### src/rtl/eyes_input_pkg.sv
// Shared types and default frame counts for the Eyes start/coin sequencer.
package eyes_input_pkg;

    typedef enum logic [2:0] {
        IDLE,
        COIN,
        GAP,
        START,
        COOL
    } seq_state_t;

    localparam int DEF_COIN_FRAMES  = 4;
    localparam int DEF_GAP_FRAMES   = 8;
    localparam int DEF_START_FRAMES = 4;
    localparam int DEF_COOL_FRAMES  = 8;
    localparam int DEF_CNT_W        = 6;

endpackage

### src/rtl/eyes_frame_tick.sv
// One-cycle frame tick on an ENA_6-qualified vblank rising edge.
module eyes_frame_tick (
    input  logic CLK,
    input  logic RESET,
    input  logic ENA_6,
    input  logic vblank,
    output logic tick
);

    logic vb_prev;
    logic primed;

    // The first sample after reset only primes the detector.
    always_ff @(posedge CLK or posedge RESET) begin
        if (RESET) begin
            vb_prev <= 1'b0;
            primed  <= 1'b0;
            tick    <= 1'b0;
        end else begin
            tick <= ENA_6 & primed & vblank & ~vb_prev;
            if (ENA_6) begin
                vb_prev <= vblank;
                primed  <= 1'b1;
            end
        end
    end

endmodule

### src/rtl/eyes_credit_sequencer.sv
// Turns start requests into a timed coin-then-start sequence for the core.
module eyes_credit_sequencer
    import eyes_input_pkg::*;
#(
    parameter int COIN_FRAMES  = DEF_COIN_FRAMES,
    parameter int GAP_FRAMES   = DEF_GAP_FRAMES,
    parameter int START_FRAMES = DEF_START_FRAMES,
    parameter int COOL_FRAMES  = DEF_COOL_FRAMES,
    parameter int CNT_W        = DEF_CNT_W
) (
    input  logic CLK,
    input  logic RESET,
    input  logic ENA_6,
    input  logic vblank,
    input  logic req_start1,
    input  logic req_start2,
    output logic coin,
    output logic start1,
    output logic start2,
    output logic busy
);

    localparam int CMAX = (2 ** CNT_W) - 1;

    if (COIN_FRAMES < 1 || COIN_FRAMES > CMAX ||
        GAP_FRAMES < 1 || GAP_FRAMES > CMAX ||
        START_FRAMES < 1 || START_FRAMES > CMAX ||
        COOL_FRAMES < 1 || COOL_FRAMES > CMAX) begin : g_bad_param
        $error("frame count parameter out of range");
    end

    localparam logic [CNT_W-1:0] COIN_LAST  = CNT_W'(COIN_FRAMES - 1);
    localparam logic [CNT_W-1:0] GAP_LAST   = CNT_W'(GAP_FRAMES - 1);
    localparam logic [CNT_W-1:0] START_LAST = CNT_W'(START_FRAMES - 1);
    localparam logic [CNT_W-1:0] COOL_LAST  = CNT_W'(COOL_FRAMES - 1);

    logic tick;

    eyes_frame_tick u_tick (
        .CLK    (CLK),
        .RESET  (RESET),
        .ENA_6  (ENA_6),
        .vblank (vblank),
        .tick   (tick)
    );

    seq_state_t state, state_n;
    logic [CNT_W-1:0] cnt, cnt_n;
    logic sel, sel_n, take;
    logic req1_q, req2_q, pend1, pend2;
    logic edge1, edge2;

    assign edge1 = req_start1 & ~req1_q;
    assign edge2 = req_start2 & ~req2_q;

    always_comb begin
        state_n = state;
        cnt_n   = cnt;
        sel_n   = sel;
        take    = 1'b0;
        unique case (state)
            IDLE: begin
                cnt_n = '0;
                if (pend1 | pend2) begin
                    state_n = COIN;
                    sel_n   = ~pend1;
                    take    = 1'b1;
                end
            end
            COIN: if (tick) begin
                if (cnt == COIN_LAST) begin
                    state_n = GAP;
                    cnt_n   = '0;
                end else cnt_n = cnt + 1'b1;
            end
            GAP: if (tick) begin
                if (cnt == GAP_LAST) begin
                    state_n = START;
                    cnt_n   = '0;
                end else cnt_n = cnt + 1'b1;
            end
            START: if (tick) begin
                if (cnt == START_LAST) begin
                    state_n = COOL;
                    cnt_n   = '0;
                end else cnt_n = cnt + 1'b1;
            end
            COOL: if (tick) begin
                if (cnt == COOL_LAST) begin
                    state_n = IDLE;
                    cnt_n   = '0;
                end else cnt_n = cnt + 1'b1;
            end
            default: begin
                state_n = IDLE;
                cnt_n   = '0;
            end
        endcase
    end

    // A fresh edge on the player being served keeps its flag set.
    always_ff @(posedge CLK or posedge RESET) begin
        if (RESET) begin
            state  <= IDLE;
            cnt    <= '0;
            sel    <= 1'b0;
            req1_q <= 1'b0;
            req2_q <= 1'b0;
            pend1  <= 1'b0;
            pend2  <= 1'b0;
            coin   <= 1'b0;
            start1 <= 1'b0;
            start2 <= 1'b0;
            busy   <= 1'b0;
        end else begin
            state  <= state_n;
            cnt    <= cnt_n;
            sel    <= sel_n;
            req1_q <= req_start1;
            req2_q <= req_start2;
            pend1  <= edge1 | (pend1 & ~(take & ~sel_n));
            pend2  <= edge2 | (pend2 & ~(take & sel_n));
            coin   <= (state == COIN);
            start1 <= (state == START) & ~sel;
            start2 <= (state == START) & sel;
            busy   <= (state_n != IDLE);
        end
    end

endmodule

### config.mk
export PLATFORM = sky130hd
export DESIGN_NAME = eyes_credit_sequencer
export DESIGN_NICKNAME = d
export VERILOG_FILES = /design/src/rtl/eyes_input_pkg.sv /design/src/rtl/eyes_frame_tick.sv /design/src/rtl/eyes_credit_sequencer.sv
export SDC_FILE = /design/constraint.sdc
export NUM_CORES = 1
export LEC_CHECK = 0
export CAP_MARGIN = 15
export CORE_ASPECT_RATIO = 1.25
export CORE_MARGIN = 2
export CORE_UTILIZATION = 50
export CTS_CLUSTER_SIZE = 14
export DETAILED_ROUTE_END_ITERATION = 8
export GPL_ROUTABILITY_DRIVEN = 1
export PLACE_DENSITY_LB_ADDON = 0.15
export SLEW_MARGIN = 10
export SYNTH_ARGS = -nofsm -noshare
export SYNTH_HDL_FRONTEND = slang
export SYNTH_SLANG_ARGS = --single-unit
### constraint.sdc
create_clock -name CLK -period 2.8 [get_ports CLK]
set_input_delay 0.42 -clock CLK [delete_from_list [all_inputs] [get_ports CLK]]
set_output_delay 0.42 -clock CLK [all_outputs]
set_load 0.05 [all_outputs]
==> impl_metrics.tcl, run 1 <==
set metrics [dict create \
    htree_levels 1 \
    synth_fa_ha_area_share_pct 1.297 \
    grt_pass1_vias 686 \
    grt_pass1_wl_um 2746 \
    grt_overflow_total 0 \
    synth_top_family_by_area "simple AND/OR/NAND/NOR gates" \
    drtAntennaViolNets 0 \
    status "complete, no violations" \
    drt_iter0_drc 9 \
    worstPathRequired_ps 2380 \
    die_h_um 53.11 \
    dp_hpwl_um 1122 \
    irDropWorstVdd_mv 0.4164 \
    final_area_um2 1091 \
    hold_buffers 0 \
    clock.fmax_mhz 537.2 \
    syn_inst 91 \
    path_max_fanout 1 \
    dieArea_um2 2299 \
    cts_tree "built" \
    crit_path_start_kind "flop" \
    initial_utilization_pct 53.99 \
    rsz0062_at_grt "no" \
    reg2reg_slack_ps 1180 \
    clk_pin_slew_ps 120 \
    ys_seq_elements 21 \
    synth_area_um2 964.7 \
    top_register "cnt" \
    yosysSeqAreaShare_pct 54.47 \
    crit_buf_inv 1 \
    finalWirelength_um 1583 \
    post_cts_resized 0 \
    post_cts.repair.setup_buffers 0 \
    crit_chain "clkdlybuf4s50_1" \
    drive_gt1_share_pct 10.00 \
    diodes 0 \
    setup_violations 0 \
    switching_share_pct 37.38 \
    dr.pass1.iters 4 \
    ys_types 35 \
    antenna_found_initial 0 \
    timing.final.crit_share_pct 66.49 \
    clk_latency_ps 310 \
    maxCapViolCount 0 \
    synth_xor_area_share_pct 3.632 \
    worst_path_largest_cell_delay_ps 790 \
    synthSimpleGateAreaFrac_pct 19.84 \
    crit_slowest_cell "clkdlybuf4s50_1" \
    pwr-share-comb_pct 30.1 \
    clk_path_buf_depth 2 \
    cts_buffers 3 \
    synth_warnings 0 \
    crit_family "buffers and inverters" \
    vias 694 \
    p_clk_share_pct 17.4 \
    pwr-share-seq_pct 52.5 \
    tns_ps 0 \
    grt_max_degree 22 \
    arrival_ps 1440 \
    cp-end-kind "output port" \
    finalClockSkew_ps 5.142 \
    intPower_w 0.0005273 \
    setup_slack_ps 938.3 \
    rows 17 \
    total_power_w 0.0008420 \
    muxShareOfSynthArea_pct 1.167 \
    synth_nets 98 \
    largestRegisters "cnt: 6 flops, state: 3 flops" \
    core_area_um2 1787 \
    fin_crit_ps 1862 \
    area_delta_synth_final_pct 13.10 \
    wl_per_cell_um 13.30 \
    switchingPower_w 0.0003148 \
    cts-root-buf "clkbuf_4" \
    dp_slack_ps 1230 \
    drv_slew 0 \
    synth_compound_area_share_pct 16.47 \
    viasPerCell 5.832 \
    final_nets 108 \
    p_per_area_nw_per_um2 771.8 \
    worstMarginPinSlew_ps 771.0 \
    avgSynthCellArea_um2 10.60 \
    finalHoldViolations 0 \
    io_pins 10 \
    cts_sinks 21 \
    hold_path_class "flop to flop" \
    leakage_nw 0.4640 \
    worstSetupPathType "flop to output port" \
    routabilityCongestion 0.7774 \
    port-buffer-count 9 \
    relSlewSlack_pct 48.54 \
    largest_reg_flops 6 \
    die_x_um 43.29 \
    place_area_um2 1064 \
    grt_util_all_layers_pct 16.45 \
    drc 0 \
]
## worst paths after layout
kind | start | end | cells after the start
setup / recovery | start2 | start2 | 1
hold / removal | req1_q | pend1 | 1
setup reg to reg | cnt[0] | cnt[3] | 4
hold reg to reg | req1_q | pend1 | 1
max in group asynchronous | RESET | state[1] | 2
min in group asynchronous | RESET | req1_q | 2
## cells in the mapped netlist
| library cell | instances | area [um2] |
|---|---|---|
| nand4_1 | 1 | 6.260 |
| and4b_1 | 1 | 10.01 |
| o211ai_1 | 3 | 22.52 |
| o21ai_1 | 2 | 10.01 |
| o31ai_1 | 1 | 7.510 |
| nor2_1 | 4 | 15.01 |
| a21oi_1 | 8 | 40.04 |
| o2111ai_1 | 1 | 8.760 |
| nor3_1 | 2 | 10.01 |
| nand2_1 | 4 | 15.01 |
| o21a_1 | 1 | 7.510 |
| mux2_2 | 1 | 11.26 |
| or4_4 | 1 | 11.26 |
| a2111oi_0 | 1 | 8.760 |
| nand2b_1 | 3 | 18.77 |
| or4b_1 | 2 | 20.02 |
| nor2b_1 | 3 | 18.77 |
| and2_1 | 1 | 6.260 |
| xor2_1 | 3 | 26.28 |
| clkbuf_1 | 4 | 15.01 |
| and3_1 | 1 | 6.260 |
| or3_1 | 2 | 12.51 |
| nand3_1 | 1 | 5.000 |
| inv_1 | 4 | 15.01 |
| o41ai_2 | 1 | 16.27 |
| and2_2 | 1 | 7.510 |
| and3_2 | 1 | 7.510 |
| o21ai_0 | 6 | 30.03 |
| or2_2 | 1 | 6.260 |
| and4_1 | 1 | 8.760 |
| xnor2_1 | 1 | 8.760 |
| ha_1 | 1 | 12.51 |
| dfrtp_1 | 21 | 525.5 |
| a21o_1 | 1 | 7.510 |
| nor4_1 | 1 | 6.260 |
## power by group through the flow
| stage | logic [W] | registers [W] | clock network [W] |
|---|---|---|---|
| global placement | 0.000250 | 0.000445 | 0 |
| CTS | 0.000256 | 0.000442 | 0.000156 |
| global route | 0.000283 | 0.000452 | 0.000164 |
| detailed placement | 0.000257 | 0.000447 | 0 |
| finish | 0.000254 | 0.000442 | 0.000147 |
| floorplan | 0.000165 | 0.000466 | 0 |
## layout make-up
| type | count | area, um2 |
|---|---|---|
| sequential | 21 | 525.5 |
| multi-input combinational | 62 | 409.1 |
| timing repair buffer | 9 | 90.09 |
| inverter | 4 | 15.01 |
| clock inverter | 1 | 5.005 |
| clock buffer | 3 | 22.52 |
| tap | 19 | 23.77 |
| fill | 143 | 695.7 |
## cells by family (layout without fill, tap and decap cells)
group	after synthesis	count (layout)
AOI/OAI and AO/OA	25	25
xor gates and xnor gates	4	4
DFF	21	21
and+or+nand+nor	31	31
buffers and inverters	8	17
muxes	1	1
adders and majority gates	1	1
## through the flow
stage	hold slack [ps]	std cells	util, %
2_1_floorplan	391.9	91	-
3_3_place_gp	398.6	115	59.52
3_5_place_dp	406.4	115	59.52
4_1_cts	424.2	119	61.06
5_1_grt	434.7	119	61.06
6_report	417.4	119	61.06
## placed cells by master (no fill, tap or decap), types with 2 or more instances in the layout
cell,synthesis,layout
dfrtp_1,21,21
clkdlybuf4s50_1,0,9
a21oi_1,8,8
o21ai_0,6,6
nand2_1,4,4
inv_1,4,4
nor2_1,4,4
nand2b_1,3,3
o211ai_1,3,3
xor2_1,3,3
nor2b_1,3,3
clkbuf_4,0,3
or4b_1,2,2
or3_1,2,2
o21ai_1,2,2
nor3_1,2,2
## routing by layer
layer	share of wire (%)	global-route usage, %	up-vias	routed length, um
met4	3.6	12.12	0	57
met5	0	0	-	0
li1	-	-	345	-
met3	3.0	2.048	7	47
met1	43	17.90	328	684
met2	50	28.86	14	794
(Power assumes the default switching activity.)
==> inputs of run 2 (changes only) <==
CORE_UTILIZATION = 48   (was 50)
clock period = 1.5 ns   (was 2.8 ns; I/O delays follow)
==> impl_metrics.tcl, run 2 (synthesis results as in run 1) <==
set metrics [dict create \
    maxCapViolCount 0 \
    total_power_w 0.001689 \
    largestRegisters "cnt: 6 flops, state: 3 flops" \
    grt_pass1_vias 746 \
    diodes 0 \
    wl_per_cell_um 13.79 \
    intPower_w 0.001069 \
    clk_path_buf_depth 2 \
    setup_violations 2 \
    switching_share_pct 36.72 \
    dieArea_um2 2386 \
    port-buffer-count 9 \
    initial_utilization_pct 49.81 \
    drtAntennaViolNets 0 \
    cts-root-buf "clkbuf_4" \
    dp_cells 126 \
    largest_reg_flops 6 \
    final_common_cell "dfrtp_1" \
    seq_area_um2 525.5 \
    pwr-share-seq_pct 46.3 \
    worstMarginPinSlew_ps 341.9 \
    drc 0 \
    drt_iter0_drc 20 \
    grt_max_degree 22 \
    vias 752 \
    grt_util_all_layers_pct 19.26 \
    fillerInstances 164 \
    final_nets 121 \
    irDropWorstVdd_mv 0.8237 \
    core_area_um2 1937 \
    p_per_area_nw_per_um2 1406 \
    drv_slew 0 \
    r2r_cells 3 \
    finalClockSkew_ps 13.41 \
    htree_levels 1 \
    routabilityCongestion 0.8170 \
    cp-end-kind "flop" \
    layout_common_cells "21 x dfrtp_1, 17 x buf_4, 7 x a21oi_1, 5 x o21ai_0, 5 x clkdlybuf4s50_1" \
    timing.final.crit_share_pct 101.6 \
    r2r-start "cnt[5]" \
    top_register "cnt" \
    area_delta_synth_final_pct 24.51 \
    finalWirelength_um 1834 \
    worstSetupPathType "flop to flop" \
    stdcell_count 133 \
    rows 18 \
    arrival_ps 1750 \
    leakage_nw 0.5442 \
    drive_gt1_share_pct 28.32 \
    p_clk_share_pct 16.1 \
    place_area_um2 1130 \
    hold_path_class "input pin to async pin" \
    rsz0062_at_grt "yes" \
    final_area_um2 1201 \
    grt_overflow_total 0 \
    multi_input_area_um2 430.4 \
    fin_util_pct 62.02 \
    viasPerCell 5.654 \
    failed_checks "setup timing" \
    io_pins 10 \
    hold_buffers 0 \
    relSlewSlack_pct 76.62 \
    cts_buffers 3 \
    pwr-share-comb_pct 37.6 \
    status "finished, violations left" \
    path_max_fanout 4 \
    die_x_um 44.10 \
    fin_crit_ps 1524 \
    clk_pin_slew_ps 120 \
    dp_hpwl_um 1339 \
    reg2reg_slack_ps -20 \
    setup_slack_ps -23.69 \
    worstPathRequired_ps 1720 \
    clk_latency_ps 310 \
    grt_pass1_wl_um 3194 \
    crit_path_start_kind "flop" \
    r2r_end "state[0]" \
    dr.pass1.iters 4 \
    cts_tree "built" \
    die_h_um 54.12 \
    cts_sinks 21 \
    antenna_found_initial 0 \
    switchingPower_w 0.0006202 \
    finalHoldViolations 0 \
    clock.fmax_mhz 656.3 \
]
## run 2: cell count changes in the layout (fill, tap and decap cells not counted), sizes merged
cell	delta
clkdlybuf4s50	-4
buf	+17
## run 2: power by group through the flow
stage | registers [W] | clock network, W | logic [W]
finish | 0.000782 | 0.000271 | 0.000635
global route | 0.000805 | 0.000300 | 0.000704
CTS | 0.000785 | 0.000273 | 0.000630
detailed placement | 0.000796 | 0 | 0.000611
global placement | 0.000794 | 0 | 0.000602
floorplan | 0.000871 | 0 | 0.000306
## run 2: metal layers
metal  vias up  share of wire [%]  global-route usage (%)
met5         -                  0                       0
met4         0                3.7                   15.15
met3         6                1.4                   3.020
met2         9                 49                   31.86
met1       365                 46                   22.01
li1        372                  -                       -
## run 2: layout make-up
type | instances | share of cell area, %
Sequential cell | 21 | 43.75
Multi-Input combinational cell | 62 | 35.83
Tap cell | 20 | 2.083
Timing Repair Buffer | 22 | 14.79
Inverter | 4 | 1.250
Clock inverter | 1 | 0.4167
Clock buffer | 3 | 1.875
## run 2: metrics by stage
step,setup WS (ps),hold WS (ps),TNS (ps)
after CTS,-10.31,240.5,-10.31
after global routing,-42.77,280.8,-96.59
final,-23.69,226.0,-28.45
after detailed placement,-20.78,412.5,-36.19
after floorplan,15.55,201.5,0
after global placement,-1.874,396.3,-1.874
## run 2: timing repair
item | CTS | global route
endpoints found under the setup margin | 4 | 8
setup buffers | 2 | 1
pin swaps | 3 | 2
gates resized for setup | 3 | 3
## run 2: how the worst max path moves through the flow
stage                       from  endpoint  slack, ps  cells past startpoint
final                     cnt[5]  state[0]        -20                      3
after global routing      cnt[5]  state[0]        -40                      3
after CTS                 cnt[5]  state[0]        -10                      3
after detailed placement  cnt[4]  state[0]        -20                      3
after global placement    cnt[4]  state[0]         -2                      3
after floorplan           cnt[5]  state[1]         20                      3
## run 2: worst max-delay path: stages (launching register included)
cell     delay (ps)
dfrtp_1         430
or4b_4          550
o21a_1          190
o41ai_2         260
==> inputs of run 3 (changes only) <==
MAX_ROUTING_LAYER = met4   (was unset)
SKIP_CTS_REPAIR_TIMING = 1   (was unset)
==> impl_metrics.tcl, run 3 (synthesis results as in run 1) <==
set metrics [dict create \
    path_max_fanout 5 \
    routabilityCongestion 0.8291 \
    maxCapViolCount 0 \
    clk_pin_slew_ps 120 \
    grt_util_all_layers_pct 19.68 \
    cp-end-kind "flop" \
    largestRegisters "cnt: 6 flops, state: 3 flops" \
    irDropWorstVdd_mv 0.8232 \
    grt_pass1_wl_um 3160 \
    cp_num_cells 3 \
    viasPerCell 5.697 \
    status "finished, violations left" \
    dieArea_um2 2386 \
    final_nets 120 \
    htree_levels 1 \
    place_area_um2 1130 \
    grt_overflow_total 0 \
    worstPathRequired_ps 1720 \
    final_area_um2 1197 \
    cts_buffers 3 \
    rows 18 \
    r2r_cells 3 \
    clock.fmax_mhz 641.6 \
    crit_path_start_kind "flop" \
    diodes 0 \
    die_x_um 44.10 \
    core_area_um2 1937 \
    grt_pass1_vias 739 \
    crit_chain "or4b_4, o21a_1, o41ai_2" \
    dp_hpwl_um 1339 \
    grt_max_degree 22 \
    fillerInstances 166 \
    multi_input_area_um2 430.4 \
    arrival_ps 1770 \
    vias 752 \
    dr.pass1.iters 4 \
    seq_area_um2 525.5 \
    layout_common_cells "21 x dfrtp_1, 15 x buf_4, 7 x a21oi_1, 5 x o21ai_0, 5 x clkdlybuf4s50_1" \
    initial_utilization_pct 49.81 \
    cts_sinks 21 \
    setup_slack_ps -58.54 \
    die_h_um 54.12 \
    leakage_nw 0.5395 \
    worstSetupPathType "flop to flop" \
    crit_family "simple AND/OR/NAND/NOR gates" \
    io_pins 10 \
    finalWirelength_um 1870 \
    wl_per_cell_um 14.17 \
    hold_path_class "input pin to async pin" \
    crit_buf_inv 0 \
    worstMarginPinSlew_ps 343.5 \
    port-buffer-count 9 \
    worst_path_largest_cell_delay_ps 540 \
    antenna_found_initial 0 \
    drt_iter0_drc 20 \
    cts_tree "built" \
    tns_ps -79.50 \
    crit_slowest_cell "or4b_4" \
    relSlewSlack_pct 76.51 \
    clk_latency_ps 310 \
    final_common_cell "dfrtp_1" \
    drv_slew 0 \
    failed_checks "setup timing" \
    largest_reg_flops 6 \
    finalClockSkew_ps 13.10 \
    clk_path_buf_depth 2 \
    timing.final.crit_share_pct 103.9 \
    rsz0062_at_grt "yes" \
    drtAntennaViolNets 0 \
    p_per_area_nw_per_um2 1416 \
    drive_gt1_share_pct 27.68 \
    cts-root-buf "clkbuf_4" \
    setup_violations 3 \
    fin_crit_ps 1559 \
    top_register "cnt" \
    area_delta_synth_final_pct 24.12 \
    finalHoldViolations 0 \
    holdWs_ps 225.0 \
    drc 0 \
]
-- run 3: per-layer routing --
| metal | vias up | share of wire, % | track usage (%) |
|---|---|---|---|
| li1 | 369 | - | - |
| met1 | 364 | 47 | 21.58 |
| met2 | 12 | 48 | 31.86 |
| met3 | 7 | 1.7 | 3.020 |
| met4 | 0 | 3.6 | 15.15 |
| met5 | - | 0 | - |
-- run 3: path summary, 6_finish.rpt --
path                            start       end  slack (ps)
max                            cnt[4]  state[0]         -60
min                             RESET  state[2]         230
max reg2reg                    cnt[4]  state[0]         -60
min reg2reg                    req1_q     pend1         420
max in group asynchronous       RESET     pend2        1050
min in group CLK           req_start2    req2_q         380
-- run 3: area by class of cell --
type	count	share of cell area [%]
Sequential cell	21	43.89
Multi-Input combinational cell	62	35.95
Timing Repair Buffer	21	14.52
Tap cell	20	2.090
Clock buffer	3	1.881
Inverter	4	1.254
Clock inverter	1	0.4180
-- run 3: report_power, final --
part | total, W | internal, W | leakage, nW | switching, W
combinational | 0.000641 | 0.000284 | 0.270 | 0.000356
clock | 0.000272 | 0.0000995 | 0.0177 | 0.000172
sequential | 0.000783 | 0.000685 | 0.252 | 0.0000975
total | 0.00170 | 0.00107 | 0.539 | 0.000626
-- run 3: stage by stage --
step	total power [W]	worst slack [ps]	std cells	utilization, %
floorplan	0.001177	15.55	91	-
detailed placement	0.001408	-20.78	126	58.33
global route	0.001810	-50.58	132	61.82
global placement	0.001396	-1.874	126	58.33
finish	0.001695	-58.54	132	61.82
CTS	0.001672	-47.14	130	59.75
-- run 3: worst min-delay path, delay by kind of cell --
| family | cells | cell delay [ps] |
|---|---|---|
| buf+inv | 3 | 710 |
